<file path="config.mk">
export PLATFORM = sky130hd
export DESIGN_NAME = accum16_unsigned_frame
export DESIGN_NICKNAME = d
export VERILOG_FILES = /design/src/rtl/accum16_unsigned_frame.sv
export SDC_FILE = /design/constraint.sdc
export NUM_CORES = 1
export LEC_CHECK = 0
export CAP_MARGIN = 20
export CORE_ASPECT_RATIO = 0.6
export CORE_MARGIN = 2
export CORE_UTILIZATION = 28
export CTS_CLUSTER_DIAMETER = 100
export DETAILED_ROUTE_END_ITERATION = 12
export GPL_TIMING_DRIVEN = 0
export PLACE_DENSITY = 0.6
export SYNTH_ARGS = -nofsm -noshare
export SYNTH_HDL_FRONTEND = slang
export SYNTH_SLANG_ARGS = --single-unit
</file>
<file path="constraint.sdc">
create_clock -name clk -period 2.6 [get_ports clk]
set_clock_uncertainty 0.1 [all_clocks]
set_input_delay 0.26 -clock clk [delete_from_list [all_inputs] [get_ports clk]]
set_output_delay 0.26 -clock clk [all_outputs]
set_load 0.01 [all_outputs]
</file>
<file path="src/rtl/accum16_unsigned_frame.sv">
// Frame accumulator: sums 2^N_LOG2 unsigned samples into one registered OUT_W-bit result.
// Optional early frame close via the flush port when ACCUM_FLUSH_EN is defined.
module accum16_unsigned_frame #(
  parameter int unsigned IN_W   = 23,
  parameter int unsigned N_LOG2 = 4,
  localparam int unsigned OUT_W = IN_W + N_LOG2
) (
  input  logic             clk,
  input  logic             rst_n,
  input  logic             in_valid,
  output logic             in_ready,
  input  logic [IN_W-1:0]  in_data,
  output logic             out_valid,
  input  logic             out_ready,
`ifdef ACCUM_FLUSH_EN
  input  logic             flush,
`endif
  output logic [OUT_W-1:0] out_data
);

  typedef enum logic [0:0] {
    S_ACCUM = 1'b0,
    S_HOLD  = 1'b1
  } state_e;

  localparam logic [N_LOG2-1:0] CNT_MAX = {N_LOG2{1'b1}};

  state_e             state_q, state_d;
  logic [N_LOG2-1:0]  count_q, count_d;
  logic [OUT_W-1:0]   acc_q, acc_d;
  logic               out_valid_q, out_valid_d;
  logic [OUT_W-1:0]   out_data_q, out_data_d;
  logic [OUT_W-1:0]   sum_c;
  logic               last_c;
  logic               flush_c;

`ifdef ACCUM_FLUSH_EN
  assign flush_c = flush;
`else
  assign flush_c = 1'b0;
`endif

  // While holding a result, a new sample can only enter on the same edge the result leaves.
  assign in_ready  = (state_q == S_HOLD) ? out_ready : 1'b1;
  assign out_valid = out_valid_q;
  assign out_data  = out_data_q;

  assign sum_c  = acc_q + OUT_W'(in_data);
  assign last_c = (count_q == CNT_MAX);

  always_ff @(posedge clk or negedge rst_n) begin
    if (!rst_n) begin
      state_q     <= S_ACCUM;
      count_q     <= '0;
      acc_q       <= '0;
      out_valid_q <= 1'b0;
      out_data_q  <= '0;
    end else begin
      state_q     <= state_d;
      count_q     <= count_d;
      acc_q       <= acc_d;
      out_valid_q <= out_valid_d;
      out_data_q  <= out_data_d;
    end
  end

  always_comb begin
    state_d     = state_q;
    count_d     = count_q;
    acc_d       = acc_q;
    out_valid_d = out_valid_q;
    out_data_d  = out_data_q;

    case (state_q)
      S_ACCUM: begin
        if (in_valid) begin
          if (last_c || flush_c) begin
            out_data_d  = sum_c;
            out_valid_d = 1'b1;
            acc_d       = '0;
            count_d     = '0;
            state_d     = S_HOLD;
          end else begin
            acc_d   = sum_c;
            count_d = count_q + N_LOG2'(1);
          end
        end else if (flush_c && (count_q != '0)) begin
          // Early close of a partial frame; an empty frame is never emitted.
          out_data_d  = acc_q;
          out_valid_d = 1'b1;
          acc_d       = '0;
          count_d     = '0;
          state_d     = S_HOLD;
        end
      end
      S_HOLD: begin
        if (out_ready) begin
          out_valid_d = 1'b0;
          state_d     = S_ACCUM;
          if (in_valid) begin
            acc_d   = OUT_W'(in_data);
            count_d = N_LOG2'(1);
          end
        end
      end
      default: begin
        state_d = S_ACCUM;
      end
    endcase
  end

endmodule

</file>
==> flow_summary.json <==
{
  "status": "finished, violations left",
  "violations": "setup timing",
  "critPathLaunchType": "flip-flop",
  "wirelength_um": 11970,
  "final_common_cell": "nand2_1",
  "hold_class": "input pin to flip-flop",
  "syn_nets": 489,
  "synth_top_area_share_pct": 39.76,
  "synth_seq_cells": 60,
  "cts_buffers": 9,
  "fp.dieW_um": 153.9,
  "r2r_end": "acc_q[22]",
  "hold_viol": 0,
  "grt.overflow.total": 0,
  "setup_viol": 2,
  "avgSynthCellArea_sq_um": 8.641,
  "max-cap-violations": 0,
  "cp.arrival_ps": 2750,
  "crit_end": "acc_q[22]",
  "final_area_sq_mm": 0.005202,
  "cts.sinks": 60,
  "grt_pass1_wl_um": 18720,
  "tns_ps": -32.70,
  "io_pins": 56,
  "gp_congestion": 0.9463,
  "drtPass1Iterations": 4,
  "worstSkewPairLatency_ps": 330,
  "root_buffer": "clkbuf_16",
  "fp-row-count": 32,
  "syn_area_sq_mm": 0.003776,
  "whs_ps": 268.8,
  "placed_area_sq_mm": 0.004554,
  "port_buffers": 55,
  "required_ps": 2720,
  "cp-end-kind": "flip-flop",
  "rr_worst_depth": 11,
  "grt_max_degree": 34,
  "vias": 3553,
  "synth-warning-count": 0,
  "relSlewSlack_pct": 39.84,
  "path_class": "flip-flop to flip-flop",
  "die_y_um": 93.96,
  "drtIter0Drc": 332,
  "rsz0062_at_grt": "yes",
  "grt_pass1_vias": 3337,
  "drcViolationCount": 0,
  "netlist_instances": 437,
  "ir_drop_mv": 0.3827,
  "fillers": 1282,
  "ys_types": 49,
  "worst_slew_pin_slew_ps": 899.1,
  "antenna_found_initial": 0,
  "crit_path_start": "acc_q[0]",
  "fmax_mhz": 380.5,
  "p_leak_nw": 2.269,
  "post_drt_wl_per_cell_um": 17.32,
  "timing.final.crit_share_pct": 101.1,
  "tritoncts": "built",
  "mostFrequentLayoutCells": "nand2_1 (83), dfrtp_1 (60), clkdlybuf4s50_1 (51)",
  "multi_input_area_sq_mm": 0.002351,
  "cts.clk_slew.worst_paths_ps": 60,
  "cts_max_path_buffers": 2,
  "place_hpwl_um": 8999,
  "die_area_sq_mm": 0.01446,
  "slew_viol_final": 0,
  "yosys.area.top_type": "dfrtp_1",
  "ys_seq_area_share_pct": 39.76,
  "syn2layout_area_growth_pct": 37.77,
  "nets": 568,
  "synth_edf_count": 0,
  "avgViaCountPerCell": 5.142,
  "synth_area_leaders": "dfrtp_1 (40%), nand2_1 (8.4%), ha_1 (8.0%)",
  "drive_above_1_share_pct": 13.44,
  "start_util_pct": 29.02,
  "hold_depth": 3,
  "rr_startpoint": "acc_q[0]",
  "powerDensity_mw_per_mm2": 1367,
  "postSynth.asyncResetShare_pct": 100.0,
  "synthFlopType": "dfrtp_1",
  "drtAntennaViolNets": 0,
  "worst-r2r-setup-slack_ps": -30,
  "critical_path.max_fanout": 3,
  "finalCriticalPeriod_ps": 2628,
  "register_area_sq_mm": 0.001501,
  "setup_ws_ps": -27.90,
  "n_antenna_cell": 0,
  "grt_usage_pct": 17.15,
  "cts-htree-levels": 3,
  "fp.coreArea_sq_mm": 0.01301
}
[metrics by stage]
step | cells | utilization [%] | setup slack (ps) | total power [mW]
floorplan | 437 | - | 55.66 | 3.946
global placement | 662 | 34.88 | -861.4 | 5.082
detailed placement | 663 | 35.00 | -652.4 | 5.146
CTS | 686 | 38.97 | 4.254 | 6.903
global route | 691 | 39.98 | -114.9 | 7.617
finish | 691 | 39.98 | -27.90 | 7.111
[cell type report]
class                   count  area share, %
well taps                 170          4.089
flip-flops and latches     60          28.86
plain buffers              15          1.082
multi-input cells         347          45.19
inverters                  12         0.8658
repair buffers             71          13.16
clock buffers              12          4.930
clock inverters             4          1.828
[state kept, by name, summed over array words and instances, names as in the netlist]
signal     flops
acc_q         27
count_q        4
out_data      27
out_valid      1
state_q        1
[cells in the mapped netlist (5+ instances only)]
cell and count:
xor2_1 7, a221oi_1 8, o21ai_0 29, a221o_1 9, a21o_1 5, xnor2_1 17
clkbuf_1 17, nand2b_1 5, nor2b_1 5, o21ai_1 6, nand4_1 5, nand2_1 85
inv_1 12, ha_1 24, nor2_1 40, and3_1 11, dfrtp_1 60, a21oi_1 37
[worst max-delay path: stages, from the launching register on]
cell and delay [ps]:
dfrtp_1 390, ha_2 210, inv_2 60, fa_2 210
nand2b_4 150, a21oi_4 60, o311a_4 340, nor2_4 120
a21oi_4 80, a2111oi_4 340, xnor2_2 150, a221o_1 300
[how the worst min path moves through the flow]
stage | start | end | slack, ps
3_3_place_gp | out_valid | out_valid | 360
3_5_place_dp | rst_n | out_data[8] | 300
4_1_cts | in_data[0] | acc_q[0] | 270
5_1_grt | in_data[3] | acc_q[3] | 320
6_report | in_data[3] | acc_q[3] | 270
2_1_floorplan | rst_n | acc_q[0] | -140
[logic make-up after synthesis]
kind of cell	after synthesis	synth area share, %
compound gates	119	21.11
xor+xnor	24	5.567
fa+ha+maj	25	8.483
buf+inv	30	2.982
flops	60	39.76
mux	5	1.458
simple gates	174	20.64
[per-layer routing]
layer  share of wire [%]  vias up  GRT usage (%)
li1                    -     1712              -
met1                  53     1705          27.31
met2                  38      129          22.11
met3                 8.7        7          4.797
met4                0.46        0          3.738
met5                   0        -              0
[power by group]
part           switching [mW]  internal, mW  leakage [nW]  total (mW)
sequential              0.300          1.40         0.728        1.70
combinational            2.15          1.84          1.37        3.99
clock                   0.436         0.987         0.173        1.42
total                    2.88          4.23          2.27        7.11
[what timing repair did]
action                     CTS  global route
gates cloned                 0             0
resized for setup           18            22
setup endpoints to repair   20            21
hold buffers                 1             0
pin swaps                   12             9
hold endpoints to repair    32             0
setup buffers                8             6
Note: power is estimated with default switching activity, not from simulation.
